$ cat src/rtl/flt_pkg.sv
// Shared state encoding, default frame geometry and gray weights for the
// VRAM filter controller.
package flt_pkg;

  localparam int DEF_H_PIX = 640;
  localparam int DEF_V_PIX = 480;
  localparam int DEF_BURST = 16;

  localparam int GRAY_R = 77;
  localparam int GRAY_G = 150;
  localparam int GRAY_B = 29;

  typedef enum logic [2:0] {
    IDLE,
    RREQ,
    RDAT,
    WREQ,
    WDAT,
    DONE
  } flt_state_t;

endpackage

$ cat src/rtl/flt_pixfilt.sv
// Combinational per-pixel channel filter. With FLT_GRAY_EN defined, COLOR=000
// produces a luma gray pixel instead of black.
module flt_pixfilt
  import flt_pkg::*;
(
  input  logic [31:0] pix,
  input  logic [2:0]  color,
  output logic [31:0] pix_flt
);

`ifdef FLT_GRAY_EN
  logic [7:0] gray_y;

  // Weights sum to 256, so the 16-bit sum cannot overflow.
  assign gray_y = 8'((16'(GRAY_R) * {8'h00, pix[23:16]}
                    + 16'(GRAY_G) * {8'h00, pix[15:8]}
                    + 16'(GRAY_B) * {8'h00, pix[7:0]}) >> 8);
`endif

  always_comb begin
    pix_flt = {pix[31:24],
               color[2] ? pix[23:16] : 8'h00,
               color[1] ? pix[15:8]  : 8'h00,
               color[0] ? pix[7:0]   : 8'h00};
`ifdef FLT_GRAY_EN
    if (color == 3'b000) begin
      pix_flt[23:0] = {3{gray_y}};
    end
`endif
  end

endmodule

$ cat src/rtl/flt_vramctrl.sv
// Burst-based VRAM frame filter: reads a burst, filters it into a local buffer,
// writes it back out. Optional FLT_GRAY_EN selects gray output for COLOR=000.
module flt_vramctrl
  import flt_pkg::*;
#(
  parameter int H_PIX = DEF_H_PIX,
  parameter int V_PIX = DEF_V_PIX,
  parameter int BURST = DEF_BURST
) (
  input  logic        CLK,
  input  logic        ARST,
  input  logic        FLTRG_RSTS,
  input  logic        FLTRG_START,
  input  logic [31:0] FLTRG_VRAMSRC,
  input  logic [31:0] FLTRG_VRAMFRM,
  input  logic [2:0]  FLTRG_COLOR,
  output logic        FLTVC_BUSY,
  output logic        FLTVC_INT,
  output logic        RDREQ,
  output logic [31:0] RDADR,
  input  logic        RDACK,
  input  logic        RDVALID,
  input  logic [31:0] RDDATA,
  output logic        WRREQ,
  output logic [31:0] WRADR,
  input  logic        WRACK,
  output logic        WRVALID,
  output logic [31:0] WRDATA,
  input  logic        WRREADY
);

  localparam int N_BURSTS = H_PIX * V_PIX / BURST;
  localparam int BCNT_W   = (N_BURSTS > 1) ? $clog2(N_BURSTS) : 1;
  localparam int IDX_W    = (BURST > 1) ? $clog2(BURST) : 1;

  flt_state_t        state, state_next;
  logic [BCNT_W-1:0] burst_cnt;
  logic [IDX_W-1:0]  beat_idx;
  logic [31:0]       src_adr, frm_adr;
  logic [2:0]        color;
  logic [31:0]       beat_buf [BURST];
  logic [31:0]       pix_flt;
  logic [31:0]       burst_off;
  logic              idx_last, burst_last, soft_rst;

  assign soft_rst   = ARST || FLTRG_RSTS;
  assign idx_last   = (beat_idx == IDX_W'(BURST - 1));
  assign burst_last = (burst_cnt == BCNT_W'(N_BURSTS - 1));
  assign burst_off  = 32'(burst_cnt) * 32'(BURST * 4);

  flt_pixfilt u_pixfilt (
    .pix     (RDDATA),
    .color   (color),
    .pix_flt (pix_flt)
  );

  always_ff @(posedge CLK) begin
    if (soft_rst) begin
      state <= IDLE;
    end else begin
      state <= state_next;
    end
  end

  // Frame registers are captured only on an accepted start, so they stay
  // frozen for the whole frame regardless of later register writes.
  always_ff @(posedge CLK) begin
    if (soft_rst) begin
      burst_cnt <= '0;
      beat_idx  <= '0;
      src_adr   <= '0;
      frm_adr   <= '0;
      color     <= '0;
    end else begin
      case (state)
        IDLE: begin
          if (FLTRG_START) begin
            burst_cnt <= '0;
            beat_idx  <= '0;
            src_adr   <= FLTRG_VRAMSRC;
            frm_adr   <= FLTRG_VRAMFRM;
            color     <= FLTRG_COLOR;
          end
        end
        RDAT: begin
          if (RDVALID) begin
            beat_idx <= idx_last ? '0 : beat_idx + 1'b1;
          end
        end
        WDAT: begin
          if (WRREADY) begin
            beat_idx <= idx_last ? '0 : beat_idx + 1'b1;
            if (idx_last && !burst_last) begin
              burst_cnt <= burst_cnt + 1'b1;
            end
          end
        end
        default: ;
      endcase
    end
  end

  always_ff @(posedge CLK) begin
    if (state == RDAT && RDVALID) begin
      beat_buf[beat_idx] <= pix_flt;
    end
  end

  // Bus outputs are zero outside their own state, so reset and IDLE leave
  // every address and data port at 0.
  always_comb begin
    state_next = state;
    FLTVC_BUSY = (state != IDLE);
    FLTVC_INT  = 1'b0;
    RDREQ      = 1'b0;
    RDADR      = '0;
    WRREQ      = 1'b0;
    WRADR      = '0;
    WRVALID    = 1'b0;
    WRDATA     = '0;
    case (state)
      IDLE: begin
        if (FLTRG_START) state_next = RREQ;
      end
      RREQ: begin
        RDREQ = 1'b1;
        RDADR = src_adr + burst_off;
        if (RDACK) state_next = RDAT;
      end
      RDAT: begin
        if (RDVALID && idx_last) state_next = WREQ;
      end
      WREQ: begin
        WRREQ = 1'b1;
        WRADR = frm_adr + burst_off;
        if (WRACK) state_next = WDAT;
      end
      WDAT: begin
        WRVALID = 1'b1;
        WRDATA  = beat_buf[beat_idx];
        if (WRREADY && idx_last) state_next = burst_last ? DONE : RREQ;
      end
      DONE: begin
        FLTVC_INT  = 1'b1;
        state_next = IDLE;
      end
      default: state_next = IDLE;
    endcase
  end

endmodule
$ cat config.mk
export PLATFORM = sky130hd
export DESIGN_NAME = flt_vramctrl
export DESIGN_NICKNAME = d
export VERILOG_FILES = /design/src/rtl/flt_pkg.sv /design/src/rtl/flt_pixfilt.sv /design/src/rtl/flt_vramctrl.sv
export SDC_FILE = /design/constraint.sdc
export NUM_CORES = 1
export LEC_CHECK = 0
export CAP_MARGIN = 20
export CELL_PAD_IN_SITES_DETAIL_PLACEMENT = 1
export CELL_PAD_IN_SITES_GLOBAL_PLACEMENT = 1
export CORE_UTILIZATION = 35
export DETAILED_ROUTE_END_ITERATION = 6
export GPL_TIMING_DRIVEN = 1
export PLACE_DENSITY_LB_ADDON = 0.08
export SYNTH_ARGS = -nofsm -noshare
export SYNTH_HDL_FRONTEND = slang
export SYNTH_SLANG_ARGS = --single-unit
$ cat constraint.sdc
create_clock -name CLK -period 7 [get_ports CLK]
set_clock_uncertainty 0.05 [all_clocks]
set_input_delay 1.4 -clock CLK [delete_from_list [all_inputs] [get_ports CLK]]
set_output_delay 1.4 -clock CLK [all_outputs]
set_load 0.01 [all_outputs]
==> results.md <==
| Quantity | This run |
|:---|:---|
| Worst voltage drop across the vdd grid | 128 uV |
| DRT Wirelength | 70,200 um |
| Number of I/O port buffers | 207 |
| Cell Area, Synth | 25,700 sq um |
| Highest achievable clock rate | 187 MHz |
| Clock network latency to the later pin of the worst-skew pair | 0.59 ns |
| Die Height | 273 um |
| Area post-placement | 28,900 sq um |
| Seq. cell area | 17,200 sq um |
| Worst path arrival time | 3.90 ns |
| Maximum buffer depth of the clock tree | 3 |
| Via count of the first global-routing pass | 16,373 |
| Number of pins exceeding their max-slew limit in the final report | 0 |
| Crit Path Class | reg -> out |
| Post-synth top area share | 59.9% |
| Standard cell core area | 72,000 sq um |
| Count of cell types in the netlist | 59 |
| Hpwl dp | 41,700 um |
| Clock transition time at the flip-flop clock pins of the worst setup and hold paths | 0.05 ns |
| Antenna diodes | 0 |
| DR WL/cell | 24.6 um |
| Cell types occupying the most area after synthesis | edfxtp_1 60%, mux4_2 14%, dfxtp_1 7.3% |
| Hold Path End | frm_adr[5] |
| Worst hold start | frm_adr[5] |
| Post-detailed-route count of antenna-violating nets | 0 |
| Number of setup buffers added after CTS | 0 |
| Sequential-to-total area share from yosys stat | 67.1% |
| Share of the clock period used by the worst path after layout | 76.4% |
| Total nets after synthesis | 1,778 |
| Slew at the pin closest to its max-slew limit | 0.861 ns |
| Quantity of gates resized following cts | 0 |
| Die width | 273 um |
| Area growth from synthesis to final layout | 20.5% |
| Setup Total Neg Slack | 0 ns |
| Multi-input gate area in the final layout | 8080 sq um |
| Cells on Worst Hold Path | 2 |
| Post-synthesis async set-or-reset flop share | 0% |
| Number of DRC markers after the initial detailed-route iteration | 1,024 |
| Area enclosed by the die boundary | 74,400 sq um |
| Library cell used as clock root buffer | clkbuf_16 |
| Fillers | 7,080 |
| Register-to-register setup slack | 3.50 ns |
| Net count, final | 2,002 |
| Overall power after layout | 7400 uW |
| Count of maximum capacitance violations | 0 |
| Initial antenna violation count | 4 |
| Average via count per standard cell | 5.27 |
| IO Pins | 208 |
| Min-delay worst type | reg -> reg |
| Number of failing setup endpoints in the final timing report | 0 |
| Maximum level of the CTS H-tree | 3 |
| Final core utilization | 43.0% |
| Cell types with the highest counts after synthesis | 512 x edfxtp_1, 194 x nand2_1, 160 x mux4_2, 121 x a21oi_1, 93 x dfxtp_1 |
| Fraction of layout instances using a drive strength above 1 | 16.2% |
| Number of hold buffers added after cts | 0 |
| Setup crit start kind | flop |
| Unrepaired setup endpoints after global routing | false |
| Depth of the worst register-to-register path | 5 |
| Cell with the most instances after synthesis | edfxtp_1 |
| Gate Count Post-Synth | 1,634 |
| Synthesis-stage register bit count | 605 |
| Average cell area after synthesis | 15.7 sq um |
| Final GP Congestion | 0.745 |
| Capturing element type of the critical path | primary output |
| Number of buffers added by the clock tree synthesis step | 69 |
| Final period demand of the worst path | 5.35 ns |
| Leak Pwr | 0.00994 uW |
| Primary flip-flop cell chosen by synthesis mapping | edfxtp_1 |
| Largest area contributor in the synthesized netlist | edfxtp_1 |
| GR Util All Layers | 19.1% |
| Number of sinks driven by the clock tree | 605 |
| Gr ovfl total | 0 |
| Run status | finished clean |
| First-pass GRT wire length | 105,000 um |
| Starting Density | 35.7% |
| Post-route standard cell area excluding fillers | 30,900 sq um |
| Count of unresolved DRC violations after routing | 0 |
| Number of vias in the routed layout | 15,070 |
| Pin count of the biggest net entering global routing | 80 |
| EDFF count, synth | 512 |
| Power density over cell area | 239 nW/um^2 |
| Number of failing hold endpoints at the final stage | 0 |
| Required time of the worst setup path | 5.55 ns |
| Critical R2R Launch | state[1] |
| TritonCTS clock tree | built |
| Capture point of the worst reg-to-reg path | beat_buf[12][9] |
| Syn. warnings | 0 |
| Number of search-and-repair iterations in the first detailed-routing pass | 4 |
| Worst rel slew slack | 42.6% |
| Largest fanout on the critical path | 7 |
| Num rows | 98 |
## metal layers
layer | track usage [%] | vias to the layer above | wire length, um
met5 | 0 | - | 35
met4 | 4.76 | 6 | 1420
met3 | 3.74 | 96 | 3330
met2 | 32.6 | 317 | 35100
met1 | 24.8 | 7824 | 30200
li1 | - | 6827 | -
## state kept, by name, indices dropped and copies added (netlist names), named ones only
register,count
beat_buf,512
frm_adr,32
src_adr,32
burst_cnt,15
beat_idx,4
color,3
state,3
## worst max-delay path by stage
stage                      start  cells after the start  slack, ns        endpoint
floorplan                RDVALID                      3       2.56  beat_buf[0][0]
global placement            flop                      5       2.21      WRDATA[23]
detailed placement          flop                      5       2.18      WRDATA[23]
CTS                         flop                      5       1.53      WRDATA[23]
global route                flop                      5       1.41      WRDATA[23]
finish              burst_cnt[0]                     10       1.65       RDADR[28]
## where the power goes
group	internal [uW]	switching (uW)
logic	85.9	103
clock network	1890	1420
registers	3890	16.1
total	5860	1540
## kinds of logic after synthesis
| logic type | synth area share [%] |
|---|---|
| flops | 67.1 |
| simple gates | 8.79 |
| compound gates | 5.12 |
| mux | 14.4 |
| buf+inv | 1.84 |
| fa+ha+maj | 1.86 |
| xor+xnor | 0.853 |
## layout make-up
| class | count | share of cell area [%] |
|---|---|---|
| clock buffer | 95 | 5.96 |
| clock inverter | 25 | 0.574 |
| inverter | 23 | 0.279 |
| multi-input combinational | 924 | 26.1 |
| sequential | 605 | 55.8 |
| tap | 950 | 3.84 |
| timing repair buffer | 235 | 7.46 |
## worst max-delay path, stage by stage (launching register included)
cell and delay [ns]:
dfxtp_1 0.47, ha_1 0.25, inv_1 0.07, fa_1 0.39
nand2b_1 0.18, a21o_1 0.20, a311o_1 0.36, and2_1 0.19
o41ai_2 0.42, mux2i_1 0.22, clkdlybuf4s50_1 0.56
## placed cells by master (no fill, tap or decap), types with 24 or more instances in the layout
cell type / count
a21oi_1: 121
and2_1: 70
buf_4: 26
clkbuf_1: 24
clkbuf_16: 69
clkdlybuf4s50_1: 207
dfxtp_1: 89
edfxtp_1: 512
ha_1: 35
mux4_2: 160
nand2_1: 193
nand3_1: 29
nor2_1: 62
o21ai_0: 33
## metrics by stage
stage | hold slack (ns) | cells | worst slack, ns
after floorplan | 0.382 | 1634 | 2.56
after global placement | 0.389 | 2737 | 2.21
after detailed placement | 0.399 | 2737 | 2.18
after CTS | 0.409 | 2857 | 1.53
after global routing | 0.419 | 2857 | 1.41
final | 0.405 | 2857 | 1.65
Power figures use the tool's default switching activity.
